## config.mk

```make
export PLATFORM = sky130hd
export DESIGN_NAME = ultra_sonic_echo_emu
export DESIGN_NICKNAME = d
export VERILOG_FILES = /design/src/rtl/ultra_sonic_pkg.sv /design/src/rtl/sync_2ff.sv /design/src/rtl/ultra_sonic_echo_emu.sv
export SDC_FILE = /design/constraint.sdc
export NUM_CORES = 1
export LEC_CHECK = 0
export CAP_MARGIN = 0
export CORE_MARGIN = 4
export CORE_UTILIZATION = 31
export DETAILED_ROUTE_END_ITERATION = 6
export PLACE_DENSITY_LB_ADDON = 0.08
export SYNTH_ARGS = -nofsm -noshare
export SYNTH_HDL_FRONTEND = slang
export SYNTH_SLANG_ARGS = --single-unit
```

## constraint.sdc

```tcl
create_clock -name clk -period 3.77 [get_ports clk]
set_clock_uncertainty 0.1 [all_clocks]
set_input_delay 0.9425 -clock clk [delete_from_list [all_inputs] [get_ports clk]]
set_output_delay 0.9425 -clock clk [all_outputs]
set_load 0.05 [all_outputs]
```

## src/rtl/ultra_sonic_pkg.sv

```systemverilog
// Shared definitions for the ultrasonic trigger/echo blocks: echo emulator
// FSM states, counter width and 50 MHz timing defaults.
package ultra_sonic_pkg;

    typedef enum logic [2:0] {
        ST_IDLE    = 3'd0,
        ST_TRIG    = 3'd1,
        ST_BURST   = 3'd2,
        ST_ECHO    = 3'd3,
        ST_HOLDOFF = 3'd4
    } echo_state_e;

    localparam int unsigned COUNT_W = 32'd23;

    // Sensor timing at 50 MHz: 10 us trigger, 40 kHz burst, 38 ms no-object echo
    localparam int unsigned DEF_MIN_TRIG    = 32'd500;
    localparam int unsigned DEF_BURST_DELAY = 32'd10000;
    localparam int unsigned DEF_TIMEOUT     = 32'd1900000;
    localparam int unsigned DEF_HOLDOFF     = 32'd500000;

endpackage

```

## src/rtl/sync_2ff.sv

```systemverilog
// Single-bit two-flop synchronizer with asynchronous active-high reset.
module sync_2ff (
    input  logic clk_i,
    input  logic rst_i,
    input  logic d_i,
    output logic q_o
);

    logic meta_q;
    logic sync_q;

    // Two-stage capture of the asynchronous input
    always_ff @(posedge clk_i or posedge rst_i) begin
        if (rst_i) begin
            meta_q <= 1'b0;
            sync_q <= 1'b0;
        end else begin
            meta_q <= d_i;
            sync_q <= meta_q;
        end
    end

    assign q_o = sync_q;

endmodule

```

## src/rtl/ultra_sonic_echo_emu.sv

```systemverilog
// Ultrasonic range sensor emulator: validates a trigger pulse, waits a burst
// delay, then returns an echo pulse of programmable width followed by a dead time.
module ultra_sonic_echo_emu
    import ultra_sonic_pkg::*;
#(
    parameter int unsigned WIDTH       = COUNT_W,
    parameter int unsigned MIN_TRIG    = DEF_MIN_TRIG,
    parameter int unsigned BURST_DELAY = DEF_BURST_DELAY,
    parameter int unsigned TIMEOUT     = DEF_TIMEOUT,
    parameter int unsigned HOLDOFF     = DEF_HOLDOFF
) (
    input  logic             clk,
    input  logic             reset_all,
    input  logic             enable,
    input  logic             trig_in,
    input  logic [WIDTH-1:0] echo_len,
    output logic             echo_out,
    output logic             busy,
    output logic             done,
    output logic             trig_err
);

    localparam longint unsigned CNT_MAX = (64'd1 << WIDTH) - 64'd1;

    if ((64'(MIN_TRIG) > CNT_MAX) || (64'(BURST_DELAY) > CNT_MAX) ||
        (64'(TIMEOUT) > CNT_MAX) || (64'(HOLDOFF) > CNT_MAX)) begin : g_param_range
        $error("ultra_sonic_echo_emu: timing parameter exceeds counter range");
    end

    localparam logic [WIDTH-1:0] ZERO      = {WIDTH{1'b0}};
    localparam logic [WIDTH-1:0] ONE       = {{(WIDTH-1){1'b0}}, 1'b1};
    localparam logic [WIDTH-1:0] MIN_TRIG_C = WIDTH'(MIN_TRIG);
    localparam logic [WIDTH-1:0] BURST_C   = WIDTH'(BURST_DELAY);
    localparam logic [WIDTH-1:0] TIMEOUT_C = WIDTH'(TIMEOUT);
    localparam logic [WIDTH-1:0] HOLDOFF_C = WIDTH'(HOLDOFF);

    // Out-of-range requests (0 or beyond the no-object width) read as "no object"
    function automatic logic [WIDTH-1:0] clamp_len(input logic [WIDTH-1:0] len);
        if ((len == ZERO) || (len > TIMEOUT_C)) begin
            return TIMEOUT_C;
        end else begin
            return len;
        end
    endfunction

    echo_state_e      state_q, state_d;
    logic [WIDTH-1:0] cnt_q, cnt_d;
    logic [WIDTH-1:0] len_q, len_d;
    logic             echo_q, echo_d;
    logic             done_q, done_d;
    logic             err_q, err_d;
    logic             trig_s;
    logic             trig_prev_q;

    sync_2ff u_trig_sync (
        .clk_i (clk),
        .rst_i (reset_all),
        .d_i   (trig_in),
        .q_o   (trig_s)
    );

    // State, shared phase counter, latched echo width and registered outputs
    always_ff @(posedge clk or posedge reset_all) begin
        if (reset_all) begin
            state_q     <= ST_IDLE;
            cnt_q       <= ZERO;
            len_q       <= ZERO;
            echo_q      <= 1'b0;
            done_q      <= 1'b0;
            err_q       <= 1'b0;
            trig_prev_q <= 1'b0;
        end else begin
            state_q     <= state_d;
            cnt_q       <= cnt_d;
            len_q       <= len_d;
            echo_q      <= echo_d;
            done_q      <= done_d;
            err_q       <= err_d;
            trig_prev_q <= trig_s;
        end
    end

    // Next-state logic; cnt_q holds the trigger-high count in TRIG and the elapsed phase time elsewhere
    always_comb begin
        state_d = state_q;
        cnt_d   = cnt_q;
        len_d   = len_q;
        echo_d  = 1'b0;
        done_d  = 1'b0;
        err_d   = 1'b0;
        case (state_q)
            ST_IDLE: begin
                if (enable && trig_s && !trig_prev_q) begin
                    state_d = ST_TRIG;
                    cnt_d   = ONE;
                end else begin
                    cnt_d   = ZERO;
                end
            end
            ST_TRIG: begin
                if (trig_s) begin
                    cnt_d = (cnt_q < MIN_TRIG_C) ? cnt_q + ONE : cnt_q;
                end else if (cnt_q >= MIN_TRIG_C) begin
                    len_d   = clamp_len(echo_len);
                    state_d = ST_BURST;
                    cnt_d   = ZERO;
                end else begin
                    err_d   = 1'b1;
                    state_d = ST_IDLE;
                    cnt_d   = ZERO;
                end
            end
            ST_BURST: begin
                if (cnt_q + ONE >= BURST_C) begin
                    state_d = ST_ECHO;
                    cnt_d   = ZERO;
                    echo_d  = 1'b1;
                end else begin
                    cnt_d   = cnt_q + ONE;
                end
            end
            ST_ECHO: begin
                if (cnt_q + ONE >= len_q) begin
                    state_d = ST_HOLDOFF;
                    cnt_d   = ZERO;
                    done_d  = 1'b1;
                end else begin
                    cnt_d   = cnt_q + ONE;
                    echo_d  = 1'b1;
                end
            end
            ST_HOLDOFF: begin
                if (cnt_q + ONE >= HOLDOFF_C) begin
                    state_d = ST_IDLE;
                    cnt_d   = ZERO;
                end else begin
                    cnt_d   = cnt_q + ONE;
                end
            end
            default: begin
                state_d = ST_IDLE;
                cnt_d   = ZERO;
            end
        endcase
    end

    assign echo_out = echo_q;
    assign done     = done_q;
    assign trig_err = err_q;
    assign busy     = (state_q != ST_IDLE);

endmodule

```

==> results.md, run 1 <==
Floorplanning:
- The area enclosed by the die boundary is 0.0144 sq mm.
- In this run the core area contains 40 standard-cell rows.
- In this run the vertical extent of the chip is 120 um.
- The effective utilization at floorplan is 0.320.
- The die width is 120 um.
- The core area is 0.0122 sq mm.
- During I/O placement, the number of pins put on the boundary was 31.

Synthesis:
- In this run, synthesis produced a sequential element count of 55.
- The total standard cell area after synthesis is 0.00389 sq mm.
- The proportion of synthesized chip area in sequential cells is 0.354.
- The adder-cell share of the synthesized area is 0.0669.
- By area, the combinational part of the netlist is dominated by simple AND/OR/NAND/NOR gates.
- By area the synthesized netlist is led by sky130_fd_sc_hd__dfrtp_1 (35%), sky130_fd_sc_hd__ha_1 (6.1%), sky130_fd_sc_hd__nor2_1 (3.8%), sky130_fd_sc_hd__xnor2_1 (3.6%), sky130_fd_sc_hd__nand2_1 (3.5%).
- The most frequently used cell type in the post-synthesis netlist is sky130_fd_sc_hd__dfrtp_1.
- Of the total synthesized cell area, the portion taken by AND, OR, NAND and NOR gates is 0.278.
- The mux share of post-synthesis cell area is 0.00257.
- The share of the synthesized area in compound gates (AO/OA/AOI/OAI) is 0.180.
- In the synthesized netlist, the cells that appear most often are sky130_fd_sc_hd__dfrtp_1 (55), sky130_fd_sc_hd__nor2_1 (39), sky130_fd_sc_hd__nand2_1 (36).
- The number of warnings issued by yosys is 0.
- The net count after synthesis is 498.
- Of the total synthesized cell area, the portion taken by XOR and XNOR cells is 0.0563.
- The async set-or-reset flop fraction in the synthesized netlist is 1.00.
- The biggest area contributor in the post-synthesis netlist is sky130_fd_sc_hd__dfrtp_1.
- The flip-flop cell with the highest count after synthesis is sky130_fd_sc_hd__dfrtp_1.
- In this run, synthesis inferred 0 flip-flops with an integrated enable.
- The proportion of netlist area held by the largest area contributor is 0.354.
- The instance count of the mapped netlist is 452.
- The number of distinct standard cells referenced by the synthesized netlist is 58.
- The mean instance size in the synthesized netlist is 8.61 sq um.

Place:
- The placed wire-length estimate after detailed placement is 8840 um.
- The total of buffers placed on input and output ports is 30.
- The final RePlAce weighted congestion is 0.839.

Min path:
- The worst min-delay path class is flop to flop.

STA:
- Dividing the final minimum period by the clock period gives 0.925.
- In the final timing run, aggregate negative setup slack is 0 ns.
- The slew at the pin closest to its max-slew limit is 0.624 ns.
- The max-slew violation count came to 0.
- The final hold violation count came to 0.
- Setup violations remaining at the end of the flow were counted as 0.
- Derived from the worst setup path, the maximum achievable clock frequency is 287 MHz.
- Measured against its own limit, the worst slew margin works out to 0.584.
- Setup repair after global routing left no endpoint under its margin.
- The smallest clock period supported by the final layout is computed as 3.49 ns.
- The worst-case hold slack is 0.257 ns.

Clock network:
- Gates resized during post-CTS repair numbered 0.
- The number of clock buffers added by TritonCTS is 5.
- Clock-pin slew was measured on the worst setup and hold paths at 0.07 ns.
- Counting along the longest clock path gives a buffer depth of 2.
- The clock tree synthesis step divided the H-tree into 2 levels.
- After clock tree synthesis, the setup repair step added 0 buffers.
- TritonCTS built the clock tree.
- The CTS sink count is 55.
- The library cell used as clock root buffer is sky130_fd_sc_hd__clkbuf_16.
- After clock tree synthesis, the flow added hold-fix buffers numbering 0.
- The clock latency of the later-clocked register in the worst-skew pair is 0.32 ns.

Worst setup path:
- STA puts the critical path data arrival time at 3.61 ns.
- The largest single stage delay on the critical path is 0.47 ns.
- For this design, the slowest cell found on the critical path is sky130_fd_sc_hd__dfrtp_1.
- The kind of cell with the highest combined delay along the critical path is compound AO/OA/AOI/OAI gates.
- The critical path goes through nand4_4 -> buf_4 -> nor3_2 -> nand3_1 -> xnor2_1 -> ha_1 -> nand3b_1 -> a31oi_1 -> a311oi_1 -> maj3_2 -> o21ai_2 -> a21oi_4 -> o21ai_2 -> buf_4 -> o31ai_1.
- The worst setup path is of the flop to flop kind.
- STA classifies the critical path endpoint as a flop.
- The number of buffers and inverters on the critical path is 2.
- The required time of the critical path is 3.89 ns.
- The worst setup path is launched from a flop.
- Of all nets on the critical path, the largest fanout is 7.

Cells and area:
- The synthesis-to-layout area growth is 22.0%.
- After the last flow step, the layout net total stands at 541.
- The number of antenna diodes in the final layout is 0.
- The share of post-route cells with drive strength above 1 is 0.141.
- The final core area utilization is 0.390.

Run status:
- The flow ran to the end, and the final reports show no timing, DRC or antenna violations.

Drt:
- Dividing the detail-routed via count by the number of cells gives 5.21.
- Summed over all layers, the routed wires come to 11,400 um.
- The detailed-router iteration count before antenna repair is 5.
- The antenna violation net count after detailed routing is 0.
- After detailed routing, the number of remaining DRC violations is 0.
- The routed layout has 3,457 vias.
- The wire length per cell is 17.2 um.
- The detailed router finished its first iteration with 168 violations.

GRT:
- The maximum number of pins on one net before global-route repair is 27.
- The total track usage is 0.169.
- The number of global-route vias before repair is 3,435.
- The total global routing overflow is 0.
- The number of antenna violations at the first check in global routing came to 0.
- The wire length of the first global-routing pass is 18,800 um.

Power:
- In this run the static leakage power is 0.00214 uW.
- The largest voltage drop on the vdd net is 0.225 mV.
- Dividing total power by cell area gives a power density of 263 mW/mm^2.

Job:
- Across the run, the number of max-cap violations was 0.
[power by group]
part           switching, uW  internal (uW)  leakage, uW  total (uW)
Clock                    245            318    0.0000844         563
Sequential              5.04            597     0.000680         602
Combinational           42.6           39.2      0.00137        81.8
Total                    293            955      0.00214        1250
[worst paths after layout]
kind / depth (start not counted) / end / startpoint / slack [ns]
worst max-delay path: 15 / cnt_q[21]$_DFFE_PP0P_ / cnt_q[8]$_DFFE_PP0P_ / 0.28
min in group asynchronous: 2 / len_q[2]$_DFFE_PP0P_ / reset_all / 0.87
worst min-delay path: 0 / u_trig_sync.q_o$_DFF_PP0_ / u_trig_sync.meta_q$_DFF_PP0_ / 0.26
worst min register to register: 0 / u_trig_sync.q_o$_DFF_PP0_ / u_trig_sync.meta_q$_DFF_PP0_ / 0.26
worst max register to register: 15 / cnt_q[21]$_DFFE_PP0P_ / cnt_q[8]$_DFFE_PP0P_ / 0.28
max in group asynchronous: 3 / cnt_q[10]$_DFFE_PP0P_ / reset_all / 2.06
[cells by family (layout without fill, tap and decap cells)]
family	Yosys count	after routing
and+or+nand+nor	193	193
AOI/OAI and AO/OA	102	102
DFF	55	55
buffers and inverters	55	99
xor gates and xnor gates	25	25
adders and majority gates	21	21
muxes	1	1
[sequential cells by signal, indices dropped and copies added, names as in the netlist]
name,flops
cnt_q,23
done,1
echo_out,1
len_q,23
state_q,3
trig_err,1
trig_prev_q,1
u_trig_sync.meta_q,1
u_trig_sync.q_o,1
[stage by stage]
step                worst slack [ns]  power, uW  cell area, sq um  cells
floorplan                      0.311        647              3890    452
global placement               0.158        698              4530    656
detailed placement            0.0977        698              4530    656
CTS                           0.0634       1270              4710    664
global route                  0.0107       1300              4750    664
finish                         0.281       1250              4750    664
[cell usage in the layout (no fill, tap or decap), types with 3 or more instances in the layout]
master,netlist,routed
sky130_fd_sc_hd__a211oi_1,4,4
sky130_fd_sc_hd__a21oi_1,21,21
sky130_fd_sc_hd__a22o_1,11,11
sky130_fd_sc_hd__a31oi_1,4,4
sky130_fd_sc_hd__and2_1,5,5
sky130_fd_sc_hd__and3_1,8,8
sky130_fd_sc_hd__buf_4,6,34
sky130_fd_sc_hd__clkbuf_16,0,5
sky130_fd_sc_hd__clkdlybuf4s50_1,0,30
sky130_fd_sc_hd__dfrtp_1,55,53
sky130_fd_sc_hd__ha_1,19,19
sky130_fd_sc_hd__inv_1,26,25
sky130_fd_sc_hd__nand2_1,36,36
sky130_fd_sc_hd__nand2b_1,6,6
sky130_fd_sc_hd__nand3_1,22,22
sky130_fd_sc_hd__nand3_2,3,3
sky130_fd_sc_hd__nand3b_1,4,4
sky130_fd_sc_hd__nand4_1,9,9
sky130_fd_sc_hd__nor2_1,39,38
sky130_fd_sc_hd__nor2b_1,5,5
sky130_fd_sc_hd__nor3_1,17,16
sky130_fd_sc_hd__nor4_1,12,10
sky130_fd_sc_hd__nor4_2,2,3
sky130_fd_sc_hd__nor4_4,2,3
sky130_fd_sc_hd__o2111ai_1,4,4
sky130_fd_sc_hd__o211ai_1,8,8
sky130_fd_sc_hd__o21ai_0,15,15
sky130_fd_sc_hd__o21ai_1,7,6
sky130_fd_sc_hd__o21ai_2,2,3
sky130_fd_sc_hd__o221ai_1,5,5
sky130_fd_sc_hd__o22a_1,3,3
sky130_fd_sc_hd__o31ai_1,4,4
sky130_fd_sc_hd__or2_1,3,3
sky130_fd_sc_hd__or3_1,5,5
sky130_fd_sc_hd__or4_1,4,4
sky130_fd_sc_hd__xnor2_1,16,15
sky130_fd_sc_hd__xor2_1,9,9
[worst reg2reg max path, stage by stage, from the launching register on]
cell and delay (ns):
sky130_fd_sc_hd__dfrtp_1 0.47, sky130_fd_sc_hd__nand4_4 0.16, sky130_fd_sc_hd__buf_4 0.21, sky130_fd_sc_hd__nor3_2 0.30
sky130_fd_sc_hd__nand3_1 0.20, sky130_fd_sc_hd__xnor2_1 0.18, sky130_fd_sc_hd__ha_1 0.32, sky130_fd_sc_hd__nand3b_1 0.09
sky130_fd_sc_hd__a31oi_1 0.05, sky130_fd_sc_hd__a311oi_1 0.33, sky130_fd_sc_hd__maj3_2 0.29, sky130_fd_sc_hd__o21ai_2 0.08
sky130_fd_sc_hd__a21oi_4 0.18, sky130_fd_sc_hd__o21ai_2 0.07, sky130_fd_sc_hd__buf_4 0.20, sky130_fd_sc_hd__o31ai_1 0.19
[metal layers]
layer | vias up | GRT usage | part of all wire | wire length [um]
met4 | 0 | 0.0537 | 0.014 | 162
met1 | 1659 | 0.234 | 0.49 | 5600
met5 | - | 0 | 0 | 0
met2 | 64 | 0.270 | 0.47 | 5320
li1 | 1726 | - | - | -
met3 | 8 | 0.0264 | 0.030 | 337
[cell type report]
class                           instances  area, sq um
Clock inverter                          3         47.5
Inverter                               26         97.6
Tap cell                              168          210
Timing Repair Buffer                   65          576
Sequential cell                        55         1380
Fill cell                            1258         7420
Multi-Input combinational cell        342         2310
Clock buffer                            5          125
(Power assumes the default switching activity.)
==> inputs of run 2 (changes only) <==
Settings changed: GPL_TIMING_DRIVEN set to 0.
==> run 2 against run 1 <==
Compared with the run above:
- non-clock buffer count is 9 higher
- combinational power is 6.6% higher
- global-route usage is 0.30 points lower
- largest power group unchanged
- highest routed layer unchanged
==> results.md, run 2 (synthesis gave the netlist of run 1 again) <==
Power:
- The largest voltage drop on the vdd net is 0.137 mV.
- The internal cell power is 972 uW.
- The total leakage power is 0.00215 uW.
- In this run the power density over the cells is 258 mW/mm^2.
- The switching share of total power is 0.221.
- The share of total power dissipated in the clock network is 0.447.
- Of the total power, registers draw 0.483.
- In this run the power spent charging and discharging nets is 276 uW.
- The part of the power in combinational logic is 0.070.

Drt:
- The detail-routed via count per cell is 5.29.
- The detailed-router iteration count before antenna repair is 6.
- In the final routed layout, each cell accounts on average for 17.2 um.
- For this block, the via count after detailed routing is 3,559.
- The routed wire length is 11,600 um.
- The antenna violation net count after detailed routing is 0.
- For this block, the initial DRC count from the detailed router was 154.
- The post-detailed-route DRC marker count is 0.

STA:
- The setup-violating endpoint count in the final report is 0.
- The final hold violation count is 0.
- In the finished design, the share of the clock period the worst path needs comes to 0.959.
- The worst pin sits at a relative slew slack of 0.379.
- Subtracting the final worst setup slack from the clock period gives 3.61 ns.
- Setup repair after global routing left no endpoint under its margin.
- The max-slew violation count is 0.
- The highest attainable clock frequency is 277 MHz.
- The slew at the pin closest to its max-slew limit is 0.925 ns.

Worst setup path:
- The number of buffers and inverters on the critical path is 3.
- The delay of the slowest cell on the worst path is 0.42 ns.
- The required time of the critical path is 3.88 ns.
- By startpoint and endpoint, the worst setup path is classified as flop to flop.
- The launching element type of the critical path is a flop.
- The family with the most delay on the worst path is simple AND/OR/NAND/NOR gates.
- The critical path goes through buf_4 -> nand4_1 -> buf_4 -> nor4_4 -> nand3_2 -> xnor2_2 -> ha_2 -> nor2b_1 -> or3_1 -> a41oi_2 -> maj3_2 -> o21ai_2 -> a21oi_4 -> o21ai_4 -> buf_4 -> o31ai_1.
- In this run the worst path has a maximum fanout of 6.
- The critical path capture point type is a flop.
- Data on the critical path arrives at its endpoint at 3.72 ns.
- The slowest stage of the critical path is the sky130_fd_sc_hd__dfrtp_2 cell.
- The cell that appears most often on the critical path is sky130_fd_sc_hd__buf_4.
- Across all register-to-register paths, the minimum setup slack is 0.16 ns.

Job:
- The max-cap check violation count is 0.

Cells and area:
- The antenna diode count is 0.
- Of the cells placed in the final design, the portion with a size suffix greater than 1 is 0.145.
- The area growth from synthesis to layout is 24.2%.
- In the layout the commonest cells are sky130_fd_sc_hd__dfrtp_1 (53), sky130_fd_sc_hd__nor2_1 (38), sky130_fd_sc_hd__nand2_1 (36).
- The cell area after layout is 0.00483 sq mm.
- For this run, the post-layout net count is 550.
- For this run, the share of the core covered by cells in the final layout is 0.397.
- The filler cells instantiated in the layout total 1,287.
- The most common library cell in the layout ignoring fill and taps is sky130_fd_sc_hd__dfrtp_1.
- In the final layout, the registers with the most flip-flops are cnt_q: 23 flops, len_q: 23 flops, state_q: 3 flops.

Clock network:
- The library cell used as clock root buffer is sky130_fd_sc_hd__clkbuf_16.
- After clock tree synthesis, the clock-pin slew on the worst setup and hold paths is 0.07 ns.
- The later pin in the worst-skew pair is clocked with a latency of 0.30 ns.
- Buffers inserted during clock tree synthesis total 5.
- The H-tree was split into 2 levels.
- The CTS sink count is 55.
- The number of buffers between clock root and the deepest sink is 2.
- TritonCTS built the clock tree.

Floorplanning:
- The effective utilization at floorplan is 0.320.
- The area enclosed by the die boundary is 0.0144 sq mm.
- The standard-cell row count is 40.
- The vertical extent of the die is 120 um.
- The die width is 120 um.
- The core area is 0.0122 sq mm.
- 31 I/O pins were placed.

Place:
- The standard cell area after detailed placement is 0.00442 sq mm.
- The congestion estimate from routability-driven global placement came to 0.862.
- Detailed placement ended at an HPWL of 8640 um.
- Buffers placed on the I/O ports in this run total 30.

Run status:
- The run finished with clean final reports.

Min path:
- The worst min-delay path class is flop to flop.

GRT:
- In the global route stage, overall resource usage came out at 0.166.
- The number of global-route vias before repair was 3,454.
- Summed over all layers, the global routing overflow is 0.
- The first global-routing pass estimated 18,800 um of wire.
- The maximum number of pins on one net before global-route repair is 39.
- The number of antenna violations at the first check in global routing is 0.
[run 2: cell types whose count changed in the layout (fill, tap and decap cells not counted), sizes merged]
cell,previous run,this run
buf,35,30
inv,27,26
clkbuf,5,20
[run 2: worst register-to-register path, cell delays in order (launching register included)]
cell and delay (ns):
sky130_fd_sc_hd__dfrtp_2 0.42, sky130_fd_sc_hd__buf_4 0.14, sky130_fd_sc_hd__nand4_1 0.08, sky130_fd_sc_hd__buf_4 0.17
sky130_fd_sc_hd__nor4_4 0.34, sky130_fd_sc_hd__nand3_2 0.17, sky130_fd_sc_hd__xnor2_2 0.18, sky130_fd_sc_hd__ha_2 0.20
sky130_fd_sc_hd__nor2b_1 0.13, sky130_fd_sc_hd__or3_1 0.32, sky130_fd_sc_hd__a41oi_2 0.18, sky130_fd_sc_hd__maj3_2 0.23
sky130_fd_sc_hd__o21ai_2 0.07, sky130_fd_sc_hd__a21oi_4 0.29, sky130_fd_sc_hd__o21ai_4 0.12, sky130_fd_sc_hd__buf_4 0.18
sky130_fd_sc_hd__o31ai_1 0.20
[run 2: worst paths after layout]
path                                                   start                           end  cells after the start
worst min register to register  u_trig_sync.meta_q$_DFF_PP0_     u_trig_sync.q_o$_DFF_PP0_                      0
worst max-delay path                    cnt_q[0]$_DFFE_PP0P_         cnt_q[19]$_DFFE_PP0P_                     16
worst max register to register          cnt_q[0]$_DFFE_PP0P_         cnt_q[19]$_DFFE_PP0P_                     16
max in group asynchronous                          reset_all         len_q[21]$_DFFE_PP0P_                      3
min in group asynchronous                          reset_all  u_trig_sync.meta_q$_DFF_PP0_                      2
worst min-delay path            u_trig_sync.meta_q$_DFF_PP0_     u_trig_sync.q_o$_DFF_PP0_                      0
[run 2: per-stage QoR]
step                setup slack, ns  total power, uW  hold WS [ns]  std cells  TNS [ns]
floorplan                     0.311              647         0.231        452         0
global route                 0.0128             1310         0.262        673         0
global placement             -0.581              694         0.240        650    -11.33
finish                        0.156             1250         0.252        673         0
CTS                          0.0298             1270         0.255        668         0
detailed placement           -0.544              697         0.237        651    -10.60
[run 2: layer usage]
layer | track usage | share of wire | wire length (um) | up-vias
met5 | 0 | 0 | 0 | -
li1 | - | - | - | 1744
met3 | 0.0264 | 0.053 | 618 | 14
met1 | 0.239 | 0.48 | 5580 | 1710
met4 | 0.0487 | 0.015 | 172 | 0
met2 | 0.256 | 0.45 | 5220 | 91
[run 2: cell type report]
| type | count | area [sq um] | area share |
|---|---|---|---|
| flip-flops and latches | 55 | 1380 | 0.285 |
| well taps | 168 | 210 | 0.0435 |
| repair buffers | 45 | 438 | 0.0907 |
| clock inverters | 2 | 35.0 | 0.00725 |
| inverters | 26 | 97.6 | 0.0202 |
| multi-input cells | 342 | 2370 | 0.491 |
| plain buffers | 29 | 161 | 0.0334 |
| clock buffers | 6 | 139 | 0.0288 |
[run 2: what timing repair did]
action / in CTS / in global routing
buffers inserted: 9 / 5
resized for setup: 7 / 20
pin swaps: 4 / 6
endpoints found under the hold margin: 0 / 0
endpoints found under the setup margin: 28 / 27
hold buffers: 0 / 0
[run 2: power groups by stage]
stage	clock (uW)	combinational [uW]	sequential, uW
global route	604	97.4	604
global placement	0	79.3	615
floorplan	0	32.9	614
detailed placement	0	82.1	615
CTS	583	85.6	603
finish	557	87.2	603
